$ cat src/rtl/seg_scan_ctrl_if.sv
// Host-side bus for the 7-segment scan controller: register-file writes,
// scan enable and the per-digit outputs toward the segment decoder.
// Optional macro SEG_SCAN_BRIGHT_EN adds the 4-bit brightness input.
interface seg_scan_ctrl_if;
    logic       en;
    logic       wr_en;
    logic [3:0] wr_addr;
    logic [4:0] wr_data;
    logic [3:0] dig_sel;
    logic       dig_en;
    logic [3:0] nibble;
    logic       dp;
    logic       frame_tick;
`ifdef SEG_SCAN_BRIGHT_EN
    logic [3:0] bright;

    modport master (
        output en, wr_en, wr_addr, wr_data, bright,
        input  dig_sel, dig_en, nibble, dp, frame_tick
    );

    modport slave (
        input  en, wr_en, wr_addr, wr_data, bright,
        output dig_sel, dig_en, nibble, dp, frame_tick
    );
`else
    modport master (
        output en, wr_en, wr_addr, wr_data,
        input  dig_sel, dig_en, nibble, dp, frame_tick
    );

    modport slave (
        input  en, wr_en, wr_addr, wr_data,
        output dig_sel, dig_en, nibble, dp, frame_tick
    );
`endif
endinterface

$ cat src/rtl/seg_scan_ctrl.sv
// Time-multiplexed 7-segment refresh controller. Each digit slot is
// PRESCALE cycles: BLANK_CYCLES with the digit gated off (anti-ghosting),
// then the show phase. The digit's {dp, nibble} is latched once per slot
// on BLANK entry, so host writes land on the next visit to that digit.
// Optional macro SEG_SCAN_BRIGHT_EN: PWM the show phase in 16 steps.
module seg_scan_ctrl #(
    parameter int NUM_DIGITS   = 8,
    parameter int PRESCALE     = 50000,
    parameter int BLANK_CYCLES = 16
) (
    input  logic           clk,
    input  logic           rst,
    seg_scan_ctrl_if.slave bus
);

    localparam int CW = $clog2(PRESCALE);
    localparam logic [CW-1:0] BLANK_LAST = CW'(BLANK_CYCLES - 1);
    localparam logic [CW-1:0] SHOW_LAST  = CW'(PRESCALE - BLANK_CYCLES - 1);
    localparam logic [3:0]    LAST_DIG   = 4'(NUM_DIGITS - 1);
    localparam logic [4:0]    ND         = 5'(NUM_DIGITS);

    typedef enum logic [1:0] {IDLE, BLANK, SHOW} state_t;

    state_t        state, state_next;
    logic [CW-1:0] cnt, cnt_next;
    logic          slot_end;
    logic          enter_blank;

    logic [4:0]    regfile [16];

    logic [3:0]    dig_sel_q, dig_sel_d;
    logic          dig_en_q, dig_en_d;
    logic [3:0]    nibble_q;
    logic          dp_q;
    logic          frame_tick_q, frame_tick_d;

`ifdef SEG_SCAN_BRIGHT_EN
    localparam int W = (PRESCALE - BLANK_CYCLES) / 16;
    logic [3:0]    bright_q;
    logic [CW-1:0] show_lim;

    // Lit length inside the show phase for the brightness captured this slot
    always_comb begin
        show_lim = CW'((32'(bright_q) + 32'd1) * W);
    end

    // Capture brightness once per slot so a slot never changes duty mid-way
    always_ff @(posedge clk or posedge rst) begin
        if (rst)
            bright_q <= 4'd0;
        else if (enter_blank)
            bright_q <= bus.bright;
    end
`endif

    // State and phase counter register
    always_ff @(posedge clk or posedge rst) begin
        if (rst) begin
            state <= IDLE;
            cnt   <= '0;
        end else begin
            state <= state_next;
            cnt   <= cnt_next;
        end
    end

    // Next state: phase lengths come from the counter; en low always idles
    always_comb begin
        state_next = state;
        cnt_next   = cnt;
        slot_end   = 1'b0;
        if (!bus.en) begin
            state_next = IDLE;
            cnt_next   = '0;
        end else begin
            case (state)
                IDLE: begin
                    state_next = BLANK;
                    cnt_next   = '0;
                end
                BLANK: begin
                    if (cnt == BLANK_LAST) begin
                        state_next = SHOW;
                        cnt_next   = '0;
                    end else begin
                        cnt_next = cnt + CW'(1);
                    end
                end
                SHOW: begin
                    if (cnt == SHOW_LAST) begin
                        state_next = BLANK;
                        cnt_next   = '0;
                        slot_end   = 1'b1;
                    end else begin
                        cnt_next = cnt + CW'(1);
                    end
                end
                default: begin
                    state_next = IDLE;
                    cnt_next   = '0;
                end
            endcase
        end
        enter_blank = bus.en && ((state == IDLE) || slot_end);
    end

    // Output next-values: digit advance with wrap pulse and the lit gate
    always_comb begin
        dig_sel_d    = dig_sel_q;
        frame_tick_d = 1'b0;
        if (slot_end) begin
            if (dig_sel_q == LAST_DIG) begin
                dig_sel_d    = 4'd0;
                frame_tick_d = 1'b1;
            end else begin
                dig_sel_d = dig_sel_q + 4'd1;
            end
        end
`ifdef SEG_SCAN_BRIGHT_EN
        dig_en_d = (state_next == SHOW) && (cnt_next < show_lim);
`else
        dig_en_d = (state_next == SHOW);
`endif
    end

    // Registered outputs; digit data is latched for the slot being entered
    always_ff @(posedge clk or posedge rst) begin
        if (rst) begin
            dig_sel_q    <= 4'd0;
            dig_en_q     <= 1'b0;
            nibble_q     <= 4'd0;
            dp_q         <= 1'b0;
            frame_tick_q <= 1'b0;
        end else begin
            dig_sel_q    <= dig_sel_d;
            dig_en_q     <= dig_en_d;
            frame_tick_q <= frame_tick_d;
            if (enter_blank) begin
                nibble_q <= regfile[dig_sel_d][3:0];
                dp_q     <= regfile[dig_sel_d][4];
            end
        end
    end

    // Host register file; addresses beyond the scanned digits are dropped
    always_ff @(posedge clk or posedge rst) begin
        if (rst) begin
            for (int i = 0; i < 16; i++)
                regfile[i] <= 5'd0;
        end else if (bus.wr_en && ({1'b0, bus.wr_addr} < ND)) begin
            regfile[bus.wr_addr] <= bus.wr_data;
        end
    end

    assign bus.dig_sel    = dig_sel_q;
    assign bus.dig_en     = dig_en_q;
    assign bus.nibble     = nibble_q;
    assign bus.dp         = dp_q;
    assign bus.frame_tick = frame_tick_q;

endmodule

$ cat src/flat_wrapper.sv
// flat-port wrapper written by rule: the top's interface ports become plain ports
module seg_scan_ctrl_flat 
#(
    parameter int NUM_DIGITS   = 8,
    parameter int PRESCALE     = 50000,
    parameter int BLANK_CYCLES = 16
)
  (clk, rst, bus_en, bus_wr_en, bus_wr_addr, bus_wr_data, bus_dig_sel, bus_dig_en, bus_nibble, bus_dp, bus_frame_tick);
  seg_scan_ctrl_if bus_i ();
  input  logic clk;
  input  logic rst;
  input wire logic [$bits(bus_i.en)-1:0] bus_en;
  input wire logic [$bits(bus_i.wr_en)-1:0] bus_wr_en;
  input wire logic [$bits(bus_i.wr_addr)-1:0] bus_wr_addr;
  input wire logic [$bits(bus_i.wr_data)-1:0] bus_wr_data;
  output wire logic [$bits(bus_i.dig_sel)-1:0] bus_dig_sel;
  output wire logic [$bits(bus_i.dig_en)-1:0] bus_dig_en;
  output wire logic [$bits(bus_i.nibble)-1:0] bus_nibble;
  output wire logic [$bits(bus_i.dp)-1:0] bus_dp;
  output wire logic [$bits(bus_i.frame_tick)-1:0] bus_frame_tick;
  assign bus_i.en = bus_en;
  assign bus_i.wr_en = bus_wr_en;
  assign bus_i.wr_addr = bus_wr_addr;
  assign bus_i.wr_data = bus_wr_data;
  assign bus_dig_sel = bus_i.dig_sel;
  assign bus_dig_en = bus_i.dig_en;
  assign bus_nibble = bus_i.nibble;
  assign bus_dp = bus_i.dp;
  assign bus_frame_tick = bus_i.frame_tick;
  seg_scan_ctrl #(.NUM_DIGITS(NUM_DIGITS), .PRESCALE(PRESCALE), .BLANK_CYCLES(BLANK_CYCLES)) u_core (.clk(clk), .rst(rst), .bus(bus_i));
endmodule
$ cat config.mk
export PLATFORM = sky130hd
export DESIGN_NAME = seg_scan_ctrl_flat
export DESIGN_NICKNAME = d
export VERILOG_FILES = /design/src/rtl/seg_scan_ctrl_if.sv /design/src/rtl/seg_scan_ctrl.sv /design/src/flat_wrapper.sv
export SDC_FILE = /design/constraint.sdc
export NUM_CORES = 1
export LEC_CHECK = 0
export CORE_MARGIN = 3
export CORE_UTILIZATION = 39
export CTS_CLUSTER_SIZE = 25
export DETAILED_ROUTE_END_ITERATION = 10
export PLACE_DENSITY = 0.67
export SYNTH_ARGS = -nofsm -noshare
export SYNTH_HDL_FRONTEND = slang
export SYNTH_SLANG_ARGS = --single-unit
$ cat constraint.sdc
create_clock -name clk -period 4.4 [get_ports clk]
set_input_delay 1.1 -clock clk [delete_from_list [all_inputs] [get_ports clk]]
set_output_delay 1.1 -clock clk [all_outputs]
set_load 0.01 [all_outputs]
After elaboration in Yosys (flattened, before gate mapping)

Index checks and enable logic that the tools add are counted.

Add/sub/neg operators: 2
$lt $le $gt $ge: 4
Equality and inequality tests: 6
Muxes and demuxes: 21
Bitwise operators: 2
Reductions and logical operators: 5

Operator list:

| cell                                                 | count |
|---|---|
| bitwise mux 80 bit                                   | 1 |
| two-way mux 16 bit                                   | 3 |
| case mux 16 bit (2 select lines)                     | 1 |
| binary-select mux 5 bit (select 4 bit)               | 1 |
| demux 5 bit (select 4 bit)                           | 1 |
| adder 16 x 1 -> 16 bit, second input constant        | 1 |
| equality test 16 bit, second input constant          | 1 |
| equality test 16 x 4 -> 1 bit, second input constant | 1 |
| two-way mux 5 bit                                    | 3 |
| >= comparator 5 bit, second input constant           | 2 |
| inverter 4 -> 5 bit                                  | 2 |
| two-way mux 4 bit                                    | 2 |
| two-way mux 2 bit                                    | 3 |
| case mux 2 bit (3 select lines)                      | 1 |
| < comparator 5 x 1 -> 1 bit, second input constant   | 1 |
| two-way mux 1 bit                                    | 5 |
| adder 4 x 1 -> 4 bit, second input constant          | 1 |
| equality test 2 bit, second input constant           | 2 |
| equality test 4 x 3 -> 1 bit, second input constant  | 1 |
| < comparator 4 bit, second input constant            | 1 |
| logical AND 1 bit                                    | 3 |
| equality test 2 x 1 -> 1 bit, second input constant  | 1 |
| logical NOT 2 bit                                    | 1 |
| logical OR 1 bit                                     | 1 |

Register bits: 109
Input bits: 13
Output and inout port bits: 11
Logic and storage cells: 63

Longest topological paths before layout

Depth after elaboration: 9
Gate-level depth with buffers: 14

Worst setup path after synthesis

OpenSTA, ideal clock, no wires.

Path kind: input to register
Start point: input port bus_en
End point: register u_core.nibble_q[1], in the netlist u_core.bus.nibble[1]
Setup time: 0.080 ns
Arrival: 2.937 ns
Data required time: 4.320 ns
Setup slack: 1.383 ns
Stages: 10
Path buffers: 2
Cell sequence: nand4_1 -> nor3b_1 -> nand2_1 -> o21a_1 -> buf_6 -> inv_4 -> buf_4 -> a211oi_1 -> a311o_1 -> o211ai_2

Longest elaborated chain between the ends: 6
Elaborated cells between the ends (all ways): 8
Those cells by class: mux: 5; bitwise: 1; reduce/logical: 2

RTL lines:

| what                                                  | line                 | text |
|---|---|---|
| start, declared                                       | flat_wrapper.sv:12   | `input wire logic [$bits(bus_i.en)-1:0] bus_en;` |
| two-way mux 1 bit                                     | seg_scan_ctrl.sv:72  | `if (!bus.en) begin` |
| two-way mux 4 bit                                     | seg_scan_ctrl.sv:111 | `if (slot_end) begin` |
| inverter 4 -> 5 bit (not written as such)             | seg_scan_ctrl.sv:139 | `nibble_q <= regfile[dig_sel_d][3:0];` |
| binary-select mux 5 bit (select 4 bit)                | seg_scan_ctrl.sv:139 |  |
| two-way mux 5 bit (not written as such) (2 in series) | seg_scan_ctrl.sv:139 |  |
| end signal, assigned                                  | seg_scan_ctrl.sv:139 |  |
| end, declared                                         | seg_scan_ctrl.sv:33  | `logic [3:0] nibble_q;` |

Parallel ways exist; a longest one is shown, timed or not. The select of a mux whose other input is x is not followed.
A chain may end at the register's enable or synchronous reset.

Final worst setup path

Start point: input port bus_en
End point: register u_core.nibble_q[3], in the netlist u_core.bus.nibble[3]

Same word-level chain as after synthesis.

==> impl_metrics.env <==
export IMPL_critPathLaunchType="input pin"
export IMPL_worstMarginPinSlew_ps=1120
export IMPL_dp_hpwl_um=6870
export IMPL_ff_latch_area_um2=2730
export IMPL_fin_crit_sh_pct=80.3
export IMPL_clock_sinks=109
export IMPL_ys_types=54
export IMPL_place_ws_ps=517
export IMPL_io_buffers=23
export IMPL_grt_pass1_wl_um=16700
export IMPL_multi_input_area_um2=2080
export IMPL_yosys_warnings=0
export IMPL_grt_antenna_before_repair=0
export IMPL_path_class="in2reg"
export IMPL_ys_async_sr_fraction_pct=100
export IMPL_ys_flop_type="dfrtp_1"
export IMPL_crit_path_start="bus_en"
export IMPL_pwr_density_cell_nw_per_um2=395
export IMPL_reg2reg_from="u_core.cnt[7]$_DFF_PP0_"
export IMPL_cp_data_arrival_time_ps=3770
export IMPL_clock_fmax_mhz=283
export IMPL_rows=41
export IMPL_tritoncts="yes"
export IMPL_drt_iter0_drc=195
export IMPL_overflow=0
export IMPL_hold_slack_ps=378
export IMPL_ys_seq_elements=109
export IMPL_cp_max_fo=17
export IMPL_die_h_um=120
export IMPL_synth_edf_count=0
export IMPL_power_leakage_nw=2.45
export IMPL_cts_max_path_buffers=2
export IMPL_rsz0062_at_grt="no"
export IMPL_remaining_drc_errors=0
export IMPL_vias_per_cell=5.13
export IMPL_ctsHoldBuffers=0
export IMPL_routed_wl_um=9930
export IMPL_hp_start="u_core.regfile[7]$_DFFE_PP0P_"
export IMPL_vias=3168
export IMPL_slew_headroom_pct=25.1
export IMPL_power_total_w=0.00224
export IMPL_drv_cap=0
export IMPL_wl_per_cell_um=16.1
export IMPL_setup_slack_ps=869
export IMPL_drv_slew=0
export IMPL_cts_buffers=9
export IMPL_period_minus_slack_ps=3530
export IMPL_first_pass_iters=4
export IMPL_htreeDepth=3
export IMPL_nFillCells=1178
export IMPL_grt_max_degree=94
export IMPL_area_growth_pct=11.8
export IMPL_synth_area_um2=5080
export IMPL_grtUsageTotal_pct=14.9
export IMPL_die_area_um2=14400
export IMPL_clk_pin_slew_ps=70
export IMPL_hp_class="reg2reg"
export IMPL_antenna_left=0
export IMPL_cts_setup_buffers=0
export IMPL_routabilityCongestion=0.815
export IMPL_vdd_drop_max_mv=0.197
export IMPL_cts_resized=0
export IMPL_drive_gt1_share_pct=19.5
export IMPL_ios=24
export IMPL_grt_pass1_vias=3223
export IMPL_hold_viol_final=0
export IMPL_status="finished, final reports clean"
export IMPL_clk_latency_ps=350
export IMPL_required_ps=4640
export IMPL_setup_viol=0
export IMPL_fin_skew_ps=10.7
export IMPL_core_um2=12700
export IMPL_cts_root_buffer="clkbuf_16"
export IMPL_start_util_pct=40.1
export IMPL_antenna_cells=0
export IMPL_final_setup_tns_ps=0
export IMPL_avgSynthCellArea_um2=11.3
export IMPL_synthCells=450
export IMPL_nNetsFinal=460
export IMPL_ys_seq_area_share_pct=53.7
export IMPL_synthesis_nets=469
export IMPL_end_kind="flip-flop"
export IMPL_fp_dieW_um=120
## cells by family (layout without fill, tap and decap cells)
family	after synthesis	after routing	share of synthesized area, %
flops	109	109	53.7
buf+inv	62	58	5.25
mux	69	69	15.7
compound gates	53	53	7.81
simple gates	136	136	13.5
xor+xnor	15	15	2.59
fa+ha+maj	6	6	1.48
## worst max-delay path: stages
cell	delay, ps
clkdlybuf4s50_1	590
nand4_1	160
nor2_1	220
a21boi_1	140
a21oi_4	420
inv_2	260
mux2i_1	200
a22oi_1	80
mux2_2	270
a221o_1	320
## cells in the mapped netlist, drive strengths merged, types with 2 or more instances
master / n / area share [%]
a211oi: 3 / 0.44
a21oi: 12 / 1.6
a221o: 2 / 0.39
a22oi: 8 / 1.2
a31oi: 5 / 0.62
a32oi: 2 / 0.35
and2: 3 / 0.37
and3: 4 / 0.49
buf: 8 / 1.2
clkbuf: 44 / 3.3
dfrtp: 109 / 54
ha: 6 / 1.5
inv: 10 / 0.79
mux2: 41 / 9.1
mux2i: 24 / 4.8
mux4: 4 / 1.8
nand2: 48 / 3.5
nand2b: 2 / 0.25
nand3: 13 / 1.3
nand3b: 4 / 0.59
nand4: 6 / 0.74
nor2: 34 / 2.8
nor2b: 2 / 0.25
nor3: 2 / 0.20
nor3b: 4 / 0.59
nor4: 2 / 0.54
o2111ai: 4 / 0.69
o211ai: 6 / 1.1
o21ai: 5 / 0.49
or2: 5 / 0.62
or4: 5 / 0.89
xnor2: 7 / 1.2
xor2: 8 / 1.4
## final cells by class
class | count | area share (%)
Clock buffer | 11 | 4.28
Clock inverter | 5 | 1.17
Inverter | 10 | 0.750
Multi-Input combinational cell | 279 | 36.7
Sequential cell | 109 | 48.1
Tap cell | 172 | 3.79
Timing Repair Buffer | 32 | 5.25
## worst paths after layout
check / slack [ps] / to / cells past startpoint
min: 380 / u_core.regfile[7]$_DFFE_PP0P_ / 0
max: 870 / u_core.bus.nibble[3]$_DFFE_PP0P_ / 10
max reg2reg: 1150 / u_core.bus.nibble[3]$_DFFE_PP0P_ / 9
min reg2reg: 380 / u_core.regfile[7]$_DFFE_PP0P_ / 0
min in group asynchronous: 1360 / u_core.state[1]$_DFF_PP0_ / 2
max in group asynchronous: 2230 / u_core.cnt[1]$_DFF_PP0_ / 3
## sequential cells by signal (all words and copies together) (netlist names)
register and count:
u_core.bus.frame_tick 1, u_core.bus.nibble 4, u_core.cnt 16, u_core.bus.dig_en 1, u_core.bus.dp 1, u_core.regfile 80
u_core.state 2, u_core.bus.dig_sel 4
## metal layers
| layer | up-vias | global-route usage [%] | part of all wire [%] |
|---|---|---|---|
| met4 | 0 | 7.02 | 2.3 |
| met3 | 16 | 3.02 | 3.5 |
| met1 | 1560 | 21.3 | 49 |
| li1 | 1529 | - | - |
| met2 | 63 | 21.6 | 45 |
| met5 | - | 0 | 0 |
## cell usage in the layout, fill, tap and decap left out, types with 5 or more instances in the layout
cell             netlist  final
xnor2_1                7      7
nand2_1               48     48
clkbuf_16              0      9
ha_1                   6      6
xor2_1                 8      8
clkdlybuf4s50_1        0     23
nand3_1               13     13
dfrtp_1              109    109
inv_1                  7      6
mux2i_1               23     23
a31oi_1                5      5
buf_4                  1      9
nand4_1                6      6
a21oi_1                9      9
nor2_1                33     33
a22oi_1                8      8
mux2_2                41     41
## report_power, final
| part | total, W | leakage [nW] | switching, W | internal, W |
|---|---|---|---|---|
| Combinational | 0.000244 | 0.850 | 0.000103 | 0.000141 |
| Sequential | 0.00116 | 1.45 | 0.0000616 | 0.00110 |
| Clock | 0.000835 | 0.148 | 0.000371 | 0.000464 |
## metrics by stage
| stage | instances | util [%] | cell area [um^2] |
|---|---|---|---|
| final | 618 | 44.8 | 5680 |
| after global routing | 618 | 44.8 | 5680 |
| after CTS | 618 | 44.8 | 5680 |
| after detailed placement | 602 | 42.4 | 5370 |
| after global placement | 602 | 42.4 | 5370 |
| after floorplan | 450 | - | 5080 |
(Power assumes the default switching activity.)
